===== config.mk =====
export PLATFORM = sky130hd
export DESIGN_NAME = capture_frame_ctrl
export DESIGN_NICKNAME = d
export VERILOG_FILES = /design/src/rtl/capture_frame_ctrl.sv
export SDC_FILE = /design/constraint.sdc
export NUM_CORES = 1
export LEC_CHECK = 0
export ABC_AREA = 0
export CORE_MARGIN = 10
export CORE_UTILIZATION = 41
export DETAILED_ROUTE_END_ITERATION = 16
export DONT_BUFFER_PORTS = 1
export GPL_ROUTABILITY_DRIVEN = 0
export HOLD_SLACK_MARGIN = 0.08
export PLACE_DENSITY_LB_ADDON = 0.2
export SLEW_MARGIN = 20
export SYNTH_ARGS = -nofsm -noshare
export SYNTH_HDL_FRONTEND = slang
export SYNTH_SLANG_ARGS = --single-unit

===== constraint.sdc =====
create_clock -name clk -period 6.1 [get_ports clk]
set_input_delay 0.305 -clock clk [delete_from_list [all_inputs] [get_ports clk]]
set_output_delay 0.305 -clock clk [all_outputs]
set_load 0.02 [all_outputs]

===== src/rtl/capture_frame_ctrl.sv =====
// Capture sequencer: packetizes a free-running sample stream into AXI-Stream frames of
// programmed length/count through a small show-ahead FIFO, counting overflow drops.
module capture_frame_ctrl #(
  parameter int unsigned DATA_W     = 32,
  parameter int unsigned LEN_W      = 16,
  parameter int unsigned FIFO_DEPTH = 16
) (
  input  logic                  clk,
  input  logic                  rst,
  input  logic                  cfg_start,
  input  logic                  cfg_stop,
  input  logic [LEN_W-1:0]      cfg_frame_len,
  input  logic [15:0]           cfg_frame_cnt,
  input  logic [DATA_W-1:0]     in_data,
  input  logic                  in_valid,
  output logic [DATA_W-1:0]     m_tdata,
  output logic [DATA_W/8-1:0]   m_tkeep,
  output logic                  m_tlast,
  output logic                  m_tvalid,
  input  logic                  m_tready,
  output logic                  busy,
  output logic                  done,
  output logic [15:0]           frames_done,
  output logic [15:0]           ovf_cnt
);

  localparam int unsigned AW = $clog2(FIFO_DEPTH);

  typedef enum logic [1:0] {StIdle, StRun, StDrain, StDone} state_e;

  state_e            state_q, state_d;
  logic [LEN_W-1:0]  len_q, len_d;
  logic [15:0]       cnt_q, cnt_d;
  logic [LEN_W-1:0]  beat_q, beat_d;
  logic [15:0]       frames_q, frames_d;
  logic [15:0]       ovf_q, ovf_d;
  logic              stop_pend_q, stop_pend_d;
  logic [AW:0]       wptr_q, rptr_q;
  logic [AW:0]       fifo_count;
  logic              fifo_full, fifo_empty;
  logic              push, pop, drop;
  logic              stop_eff, last_beat, cnt_reached;
  logic [DATA_W:0]   mem [FIFO_DEPTH];
  logic [DATA_W:0]   head;

  // FIFO bookkeeping: pointers carry one extra wrap bit so full/empty are unambiguous
  assign fifo_count = wptr_q - rptr_q;
  assign fifo_full  = (fifo_count == (AW + 1)'(FIFO_DEPTH));
  assign fifo_empty = (wptr_q == rptr_q);
  assign head       = mem[rptr_q[AW-1:0]];

  assign m_tvalid = ~fifo_empty;
  assign m_tdata  = m_tvalid ? head[DATA_W-1:0] : '0;
  assign m_tlast  = m_tvalid & head[DATA_W];
  assign m_tkeep  = '1;
  assign pop      = m_tvalid & m_tready;

  assign busy        = (state_q == StRun) || (state_q == StDrain);
  assign done        = (state_q == StDone);
  assign frames_done = frames_q;
  assign ovf_cnt     = ovf_q;

  assign stop_eff    = cfg_stop | stop_pend_q;
  assign last_beat   = (beat_q == len_q - LEN_W'(1));
  assign cnt_reached = (cnt_q != 16'd0) && (({1'b0, frames_q} + 17'd1) == {1'b0, cnt_q});

  always_comb begin
    state_d     = state_q;
    len_d       = len_q;
    cnt_d       = cnt_q;
    beat_d      = beat_q;
    frames_d    = frames_q;
    ovf_d       = ovf_q;
    stop_pend_d = stop_pend_q;
    push        = 1'b0;
    drop        = 1'b0;

    unique case (state_q)
      StIdle: begin
        if (cfg_start && (cfg_frame_len != '0)) begin
          len_d       = cfg_frame_len;
          cnt_d       = cfg_frame_cnt;
          beat_d      = '0;
          frames_d    = 16'd0;
          ovf_d       = 16'd0;
          stop_pend_d = 1'b0;
          state_d     = StRun;
        end
      end
      StRun: begin
        if (stop_eff && (beat_q == '0)) begin
          // At a frame boundary a stop wins over any sample, so no new frame is begun.
          stop_pend_d = 1'b0;
          state_d     = StDrain;
        end else begin
          if (cfg_stop) stop_pend_d = 1'b1;
          if (in_valid) begin
            if (!fifo_full || pop) push = 1'b1;
            else                   drop = 1'b1;
          end
          if (push) begin
            if (last_beat) begin
              beat_d = '0;
              if (frames_q != 16'hFFFF) frames_d = frames_q + 16'd1;
              if (stop_eff || cnt_reached) begin
                stop_pend_d = 1'b0;
                state_d     = StDrain;
              end
            end else begin
              beat_d = beat_q + LEN_W'(1);
            end
          end
          if (drop && (ovf_q != 16'hFFFF)) ovf_d = ovf_q + 16'd1;
        end
      end
      StDrain: begin
        if (fifo_empty) state_d = StDone;
      end
      StDone: begin
        state_d = StIdle;
      end
      default: state_d = StIdle;
    endcase
  end

  always_ff @(posedge clk or posedge rst) begin
    if (rst) begin
      state_q     <= StIdle;
      len_q       <= '0;
      cnt_q       <= 16'd0;
      beat_q      <= '0;
      frames_q    <= 16'd0;
      ovf_q       <= 16'd0;
      stop_pend_q <= 1'b0;
      wptr_q      <= '0;
      rptr_q      <= '0;
    end else begin
      state_q     <= state_d;
      len_q       <= len_d;
      cnt_q       <= cnt_d;
      beat_q      <= beat_d;
      frames_q    <= frames_d;
      ovf_q       <= ovf_d;
      stop_pend_q <= stop_pend_d;
      if (push) wptr_q <= wptr_q + (AW + 1)'(1);
      if (pop)  rptr_q <= rptr_q + (AW + 1)'(1);
    end
  end

  // Storage needs no reset: outputs are masked while the FIFO is empty.
  always_ff @(posedge clk) begin
    if (push) mem[wptr_q[AW-1:0]] <= {last_beat, in_data};
  end

endmodule


[Word level (Yosys, flattened, before mapping)]
Memory sizes are Yosys's and may differ from the RTL's.
Cells that the tools add are included.
W data, S select, Z words.
Word-level totals
  bits of input ports: 70
  memories kept: 1
  RAM bits: 528
  logic and storage cells: 100
  bits in registers: 93
  output and inout bits: 72
Cells by class
  muxes and demuxes: 40
  reductions and logical operators: 19
  equal/unequal tests: 19
  add/subtract/negate cells: 8
  bitwise logic cells: 4
Memories
  mem: depth 16, bits a word 33, read ports 1, clocked after memory_dff 0, write ports 1, RTL line 43  | logic [DATA_W:0] mem [FIFO_DEPTH];
Operator list (count)
  $mux W16: 10
  $pmux W16 S2: 3
  $add A16 B1 Y16 const B: 3
  $mux W32: 1
  $ne A16 B16 Y1 const B: 2
  $reduce_bool A16 Y1: 2
  $mux W1: 18
  $add A16 B1 Y17 const B: 1
  $eq A17 B16 Y1: 1
  $eq A16 B16 Y1: 1
  $logic_not A16 Y1: 1
  $sub A16 B1 Y16 const B: 1
  $mux W2: 6
  $add A5 B1 Y5 const B: 2
  $ne A2 B2 Y1 const B: 4
  $pmux W2 S4: 1
  $reduce_and A4 Y1: 2
  $ne A2 B1 Y1 const B: 3
  $ne A3 B1 Y1 const B: 2
  $reduce_and A6 Y1: 1
  $eq A5 B5 Y1: 1
  $eq A5 B5 Y1 const B: 1
  $reduce_and A5 Y1: 1
  $sub A5 B5 Y5: 1
  other kinds (13): 21

[Depth between registers and ports, before layout]
  depth in word-level cells: 12
  gate-level depth with buffers: 16
  gate-level depth less buffers: 10

[Worst setup path before layout]
Ideal clock, no wire load.
  path kind: register -> register
  start: register rptr_q[1]
  end: memory mem[3][0] (netlist bit) (enable)
  setup time: 0.464 ns
  cell stages (with the launch flop): 15
  data arrival time: 5.308 ns
  setup slack: 0.328 ns
  clock period less this slack: 5.772 ns
  buffers on the path: 4
  path through: dfrtp_1 -> clkbuf_1 -> clkbuf_1 -> clkbuf_1 -> inv_1 -> ha_1 -> nand2_1 -> or3_1 -> clkbuf_1 -> nand2_1 -> nand3_1 -> nor2_1 -> nor3_1 -> nand2_1 -> nor3_1
Between the ends
  longest elaborated chain between the ends: 12
  elaborated cells on any way between the ends: 15
RTL lines
  from (decl): RTL line 38  | logic [AW:0] wptr_q, rptr_q;
  from (signal assigned): RTL line 146  | if (pop) rptr_q <= rptr_q + (AW + 1)'(1);
  $sub A5 B5 Y5 or $eq A5 B5 Y1 (tied branches): RTL line 47, 49
  $eq A5 B5 Y1 or $not A1 Y1 (tied branches): RTL line 48, 52
  $logic_not A1 Y1 or $and A1 B1 Y1 (tied branches): RTL line 98, 56
  $logic_or A1 B1 Y1 (*): RTL line 98  | if (!fifo_full || pop) push = 1'b1;
  $mux W1 (*): RTL line 98
  $mux W1 (*): RTL line 97  | if (in_valid) begin
  $mux W1 (*): RTL line 91  | if (stop_eff && (beat_q == '0)) begin
  $mux W1 (*): RTL line 78  | unique case (state_q)
  $mux W1 (*): RTL line 91
  $mux W1 (*): RTL line 78
  $mux W1 (*): RTL line 152  | if (push) mem[wptr_q[AW-1:0]] <= {last_beat, in_data};
  $mux W1 (implied by the code) (*): RTL line 152
  to (decl): RTL line 43
Every way passes the cells marked *; elsewhere a longest branch is shown, timed or not. The select of a mux whose other input is x is not followed.

[Final worst setup path]
  start: register rptr_q[0]
  end: output m_tdata[25]
Between the ends
  longest elaborated chain between the ends: 2
  elaborated cells on any way between the ends: 3
RTL lines
  $mem_v2 Z16 W33 or $eq A5 B5 Y1 (tied branches)
  $mux W32 (*): RTL line 53  | assign m_tdata = m_tvalid ? head[DATA_W-1:0] : '0;
  to (decl): RTL line 16  | output logic [DATA_W-1:0] m_tdata,
Every way passes the cells marked *; elsewhere a longest branch is shown, timed or not.

==> flow_summary_export.csv <==
group,metric,value,unit
drt,drt-initial-drc-count,1316,
synth,post_synthesis_average_cell_area,17.86,um^2
power,p_sw_share,30.41,%
floorplan,fp-row-count,92,
clock_network,worst_setup_hold_path_clk_slew,60,ps
sta,timing.final.setup_violations,0,
synth,yosys-top-cells-area,"sky130_fd_sc_hd__edfxtp_1 (61%), sky130_fd_sc_hd__mux4_2 (14%), sky130_fd_sc_hd__dfrtp_1 (8.9%), sky130_fd_sc_hd__mux2_2 (1.4%), sky130_fd_sc_hd__and2_1 (1.0%)",
setup_path,crit_path_end_kind,"output port",
clock_network,clock_sinks,621,
floorplan,die-area,74230,um^2
sta,hold-worst-slack,225.8,ps
setup_path,critical_path_peak_fanout,40,
sta,drv_slew,0,
synth,post_synth_inst_count,1463,
grt,grt.overflow.total,0,
layout,layout.cell_area.non_filler,30160,um^2
power,combinationalPowerShare,27.4,%
layout,fillerInstances,5304,
drt,detail_route.first_pass.iterations,5,
place,dp_cells,2260,
synth,synth-seq-area-share,69.58,%
sta,timing_worst_slew_pin_value,1090,ps
sta,fin_crit,4551,ps
synth,syn-cell-area,26130,um^2
synth,synthFlopType,"sky130_fd_sc_hd__edfxtp_1",
sta,share_of_the_cycle_needed_by_the_critical_path_after_routing,74.61,%
grt,use_met3,3.137,%
layout,final_net_count,1643,
drt,average_wire_per_standard_cell,25.83,um
power,p_seq_share,40.8,%
setup_path,worst-endpoint-arrival,4250,ps
grt,first_global_vias,14600,
grt,antenna_found_initial,2,
power,power.total,13.03,mW
synth,number_of_synthesis_warnings,0,
clock_network,cts.htree.levels,3,
sta,unrepaired_setup_endpoints_after_global_routing,"false",
drt,detail_route.wirelength,63370,um
synth,synth_edf_count,528,
clock_network,clock_tree.root_cell,"sky130_fd_sc_hd__clkbuf_16",
power,share_clk_of_total_power,31.8,%
power,internal-power,9.070,mW
floorplan,initial_core_util,41.43,%
floorplan,floorplan_die_height,272.5,um
layout,final_core_utilization,47.81,%
drt,detail_route.vias_per_cell,5.679,
sta,fin_skew,27.74,ps
grt,grt_pass1_wl,96750,um
power,net-switching-power,3.963,mW
place,dp_slack,1806,ps
floorplan,io_pins,142,
min_path,worstHoldPathType,"in -> async",
power,ir_drop,0.2720,mV
sta,achievable-frequency,219.7,MHz
run,max_cap_violations,0,
grt,global_routing_usage_summed_across_all_routing_layers,17.19,%
layout,finish.cell_count_without_fillers,2453,
drt,final_antenna_net_count,0,
place,port_buffers,0,
sta,post_route_setup_tns,0,ps
clock_network,clock_insertion_delay_worst_skew,610,ps
power,p_per_area,432.1,nW/um^2
layout,layout-drive-gt1-share,22.74,%
layout,area_delta_synth_final,15.41,%
clock_network,cts_made_buffers,71,
place,area_after_dpl,27220,um^2
outcome,run_status,"complete, no violations",
clock_network,tritoncts,"built",
setup_path,startpoint_type,"register",
sta,post-route-worst-setup-slack,1549,ps
place,detailed_place_hpwl,37740,um
sta,endpoints_failing_hold,0,
grt,gr-usage-met2,28.51,%
synth,post_synth_num_cell_types,68,
synth,asyncSetResetFlopFracSynth,14.98,%
grt,met1_usage,23.05,%
floorplan,design.core.area,63080,um^2
grt,grt_max_degree,72,
drt,route.vias.total,13930,
floorplan,dieWidth,272.5,um
drt,drcViolationCount,0,
sta,slew-limit-headroom,27.37,%
grt,grt_busiest_layer,"met2",
power,power_leakage,10.10,nW
clock_network,cts_repair_resize_count,0,
synth,synth_largest_area_cell,"sky130_fd_sc_hd__edfxtp_1",
clock_network,max-clock-path-buffers,3,
synth,ff_latch_count_synth,621,
setup_path,timing_worst_setup_path_type,"reg -> out",
setup_path,cp_data_required_time,5790,ps
synth,synth_top_area_share,60.68,%
==> power by group through the flow <==
| stage | logic, mW | registers [mW] | clock network [mW] |
|---|---|---|---|
| floorplan | 2.73 | 5.23 | 0 |
| global placement | 3.57 | 5.40 | 0 |
| detailed placement | 3.59 | 5.41 | 0 |
| CTS | 3.68 | 5.32 | 4.24 |
| global route | 3.86 | 5.36 | 4.43 |
| finish | 3.58 | 5.31 | 4.14 |
==> per-layer routing <==
layer  vias to the layer above  wire length [um]
met4                         2              1024
met3                        76              3365
met1                      7381             27310
met2                       382             31660
met5                         -                 7
li1                       6089                 -
==> repair_timing <==
item                                   4_1_cts  5_1_grt
hold buffers                                67        0
endpoints found under the hold margin      584        0
setup endpoints to repair                    0        0
setup buffers                                0        0
==> worst paths after layout <==
kind	start	endpoint	slack (ps)	depth (start not counted)
min in group clk	in_valid	wptr_q[0]$_DFFE_PP0P_	240	4
max reg2reg	rptr_q[0]$_DFFE_PP0P_	mem[11][26]$_DFFE_PP_	1950	11
max	rptr_q[0]$_DFFE_PP0P_	m_tdata[25]	1550	5
min	rst	cnt_q[7]$_DFFE_PP0P_	230	2
min reg2reg	rptr_q[4]$_DFFE_PP0P_	rptr_q[4]$_DFFE_PP0P_	490	1
max in group asynchronous	rst	beat_q[6]$_DFFE_PP0P_	4650	3
==> critical path, cell delays in order (launching register included) <==
cell                      delay [ps]
sky130_fd_sc_hd__dfrtp_4         980
sky130_fd_sc_hd__buf_4           600
sky130_fd_sc_hd__buf_4           620
sky130_fd_sc_hd__mux4_2          600
sky130_fd_sc_hd__mux4_2          510
sky130_fd_sc_hd__and2_1          260
==> Yosys cell counts (6+ instances only) <==
| library cell | n |
|---|---|
| sky130_fd_sc_hd__a21oi_1 | 28 |
| sky130_fd_sc_hd__a31oi_1 | 7 |
| sky130_fd_sc_hd__and2_1 | 42 |
| sky130_fd_sc_hd__and3_1 | 13 |
| sky130_fd_sc_hd__buf_1 | 16 |
| sky130_fd_sc_hd__clkbuf_1 | 58 |
| sky130_fd_sc_hd__dfrtp_1 | 93 |
| sky130_fd_sc_hd__edfxtp_1 | 528 |
| sky130_fd_sc_hd__ha_1 | 19 |
| sky130_fd_sc_hd__inv_1 | 28 |
| sky130_fd_sc_hd__mux2_2 | 33 |
| sky130_fd_sc_hd__mux4_2 | 165 |
| sky130_fd_sc_hd__nand2_1 | 63 |
| sky130_fd_sc_hd__nand3_1 | 47 |
| sky130_fd_sc_hd__nand3b_1 | 7 |
| sky130_fd_sc_hd__nand4_1 | 21 |
| sky130_fd_sc_hd__nor2_1 | 30 |
| sky130_fd_sc_hd__nor3_1 | 29 |
| sky130_fd_sc_hd__nor4_1 | 21 |
| sky130_fd_sc_hd__o211ai_1 | 10 |
| sky130_fd_sc_hd__o21ai_0 | 26 |
| sky130_fd_sc_hd__o31ai_1 | 11 |
| sky130_fd_sc_hd__or2_2 | 6 |
| sky130_fd_sc_hd__or3_1 | 14 |
| sky130_fd_sc_hd__or4_1 | 11 |
| sky130_fd_sc_hd__xnor2_1 | 30 |
| sky130_fd_sc_hd__xor2_1 | 15 |
==> kinds of logic after synthesis <==
group | count (synthesis) | share of synthesized area, %
DFF | 621 | 69.58
AOI/OAI and AO/OA | 128 | 3.347
and+or+nand+nor | 328 | 6.905
buffers and inverters | 117 | 1.843
xor gates and xnor gates | 45 | 1.508
adders and majority gates | 19 | 0.9098
muxes | 204 | 15.89
other | 1 | 0.01435
==> placed cells by master (no fill, tap or decap), drive strengths merged, types with 34 or more instances in the layout <==
cell type	count
edfxtp	528
nand3	48
dfrtp	93
clkbuf	94
and2	42
mux2	34
mux4	165
buf	36
nand2	63
dlygate4sd3	67
==> layout make-up <==
type | count | area (um^2) | share of cell area (%)
flip-flops and latches | 621 | 18190 | 60.32
clock inverters | 30 | 322.8 | 1.070
inverters | 29 | 111.4 | 0.3692
diodes | 2 | 5.005 | 0.01659
well taps | 846 | 1059 | 3.510
clock buffers | 94 | 1937 | 6.422
multi-input cells | 728 | 7592 | 25.17
repair buffers | 103 | 940.9 | 3.120
==> state kept, by name, summed over array words and instances, names as in the netlist <==
register,count
beat_q,16
cnt_q,16
frames_done,16
len_q,16
mem,528
ovf_cnt,16
rptr_q,5
state_q,2
stop_pend_q,1
wptr_q,5
Note: power is estimated with default switching activity, not from simulation.
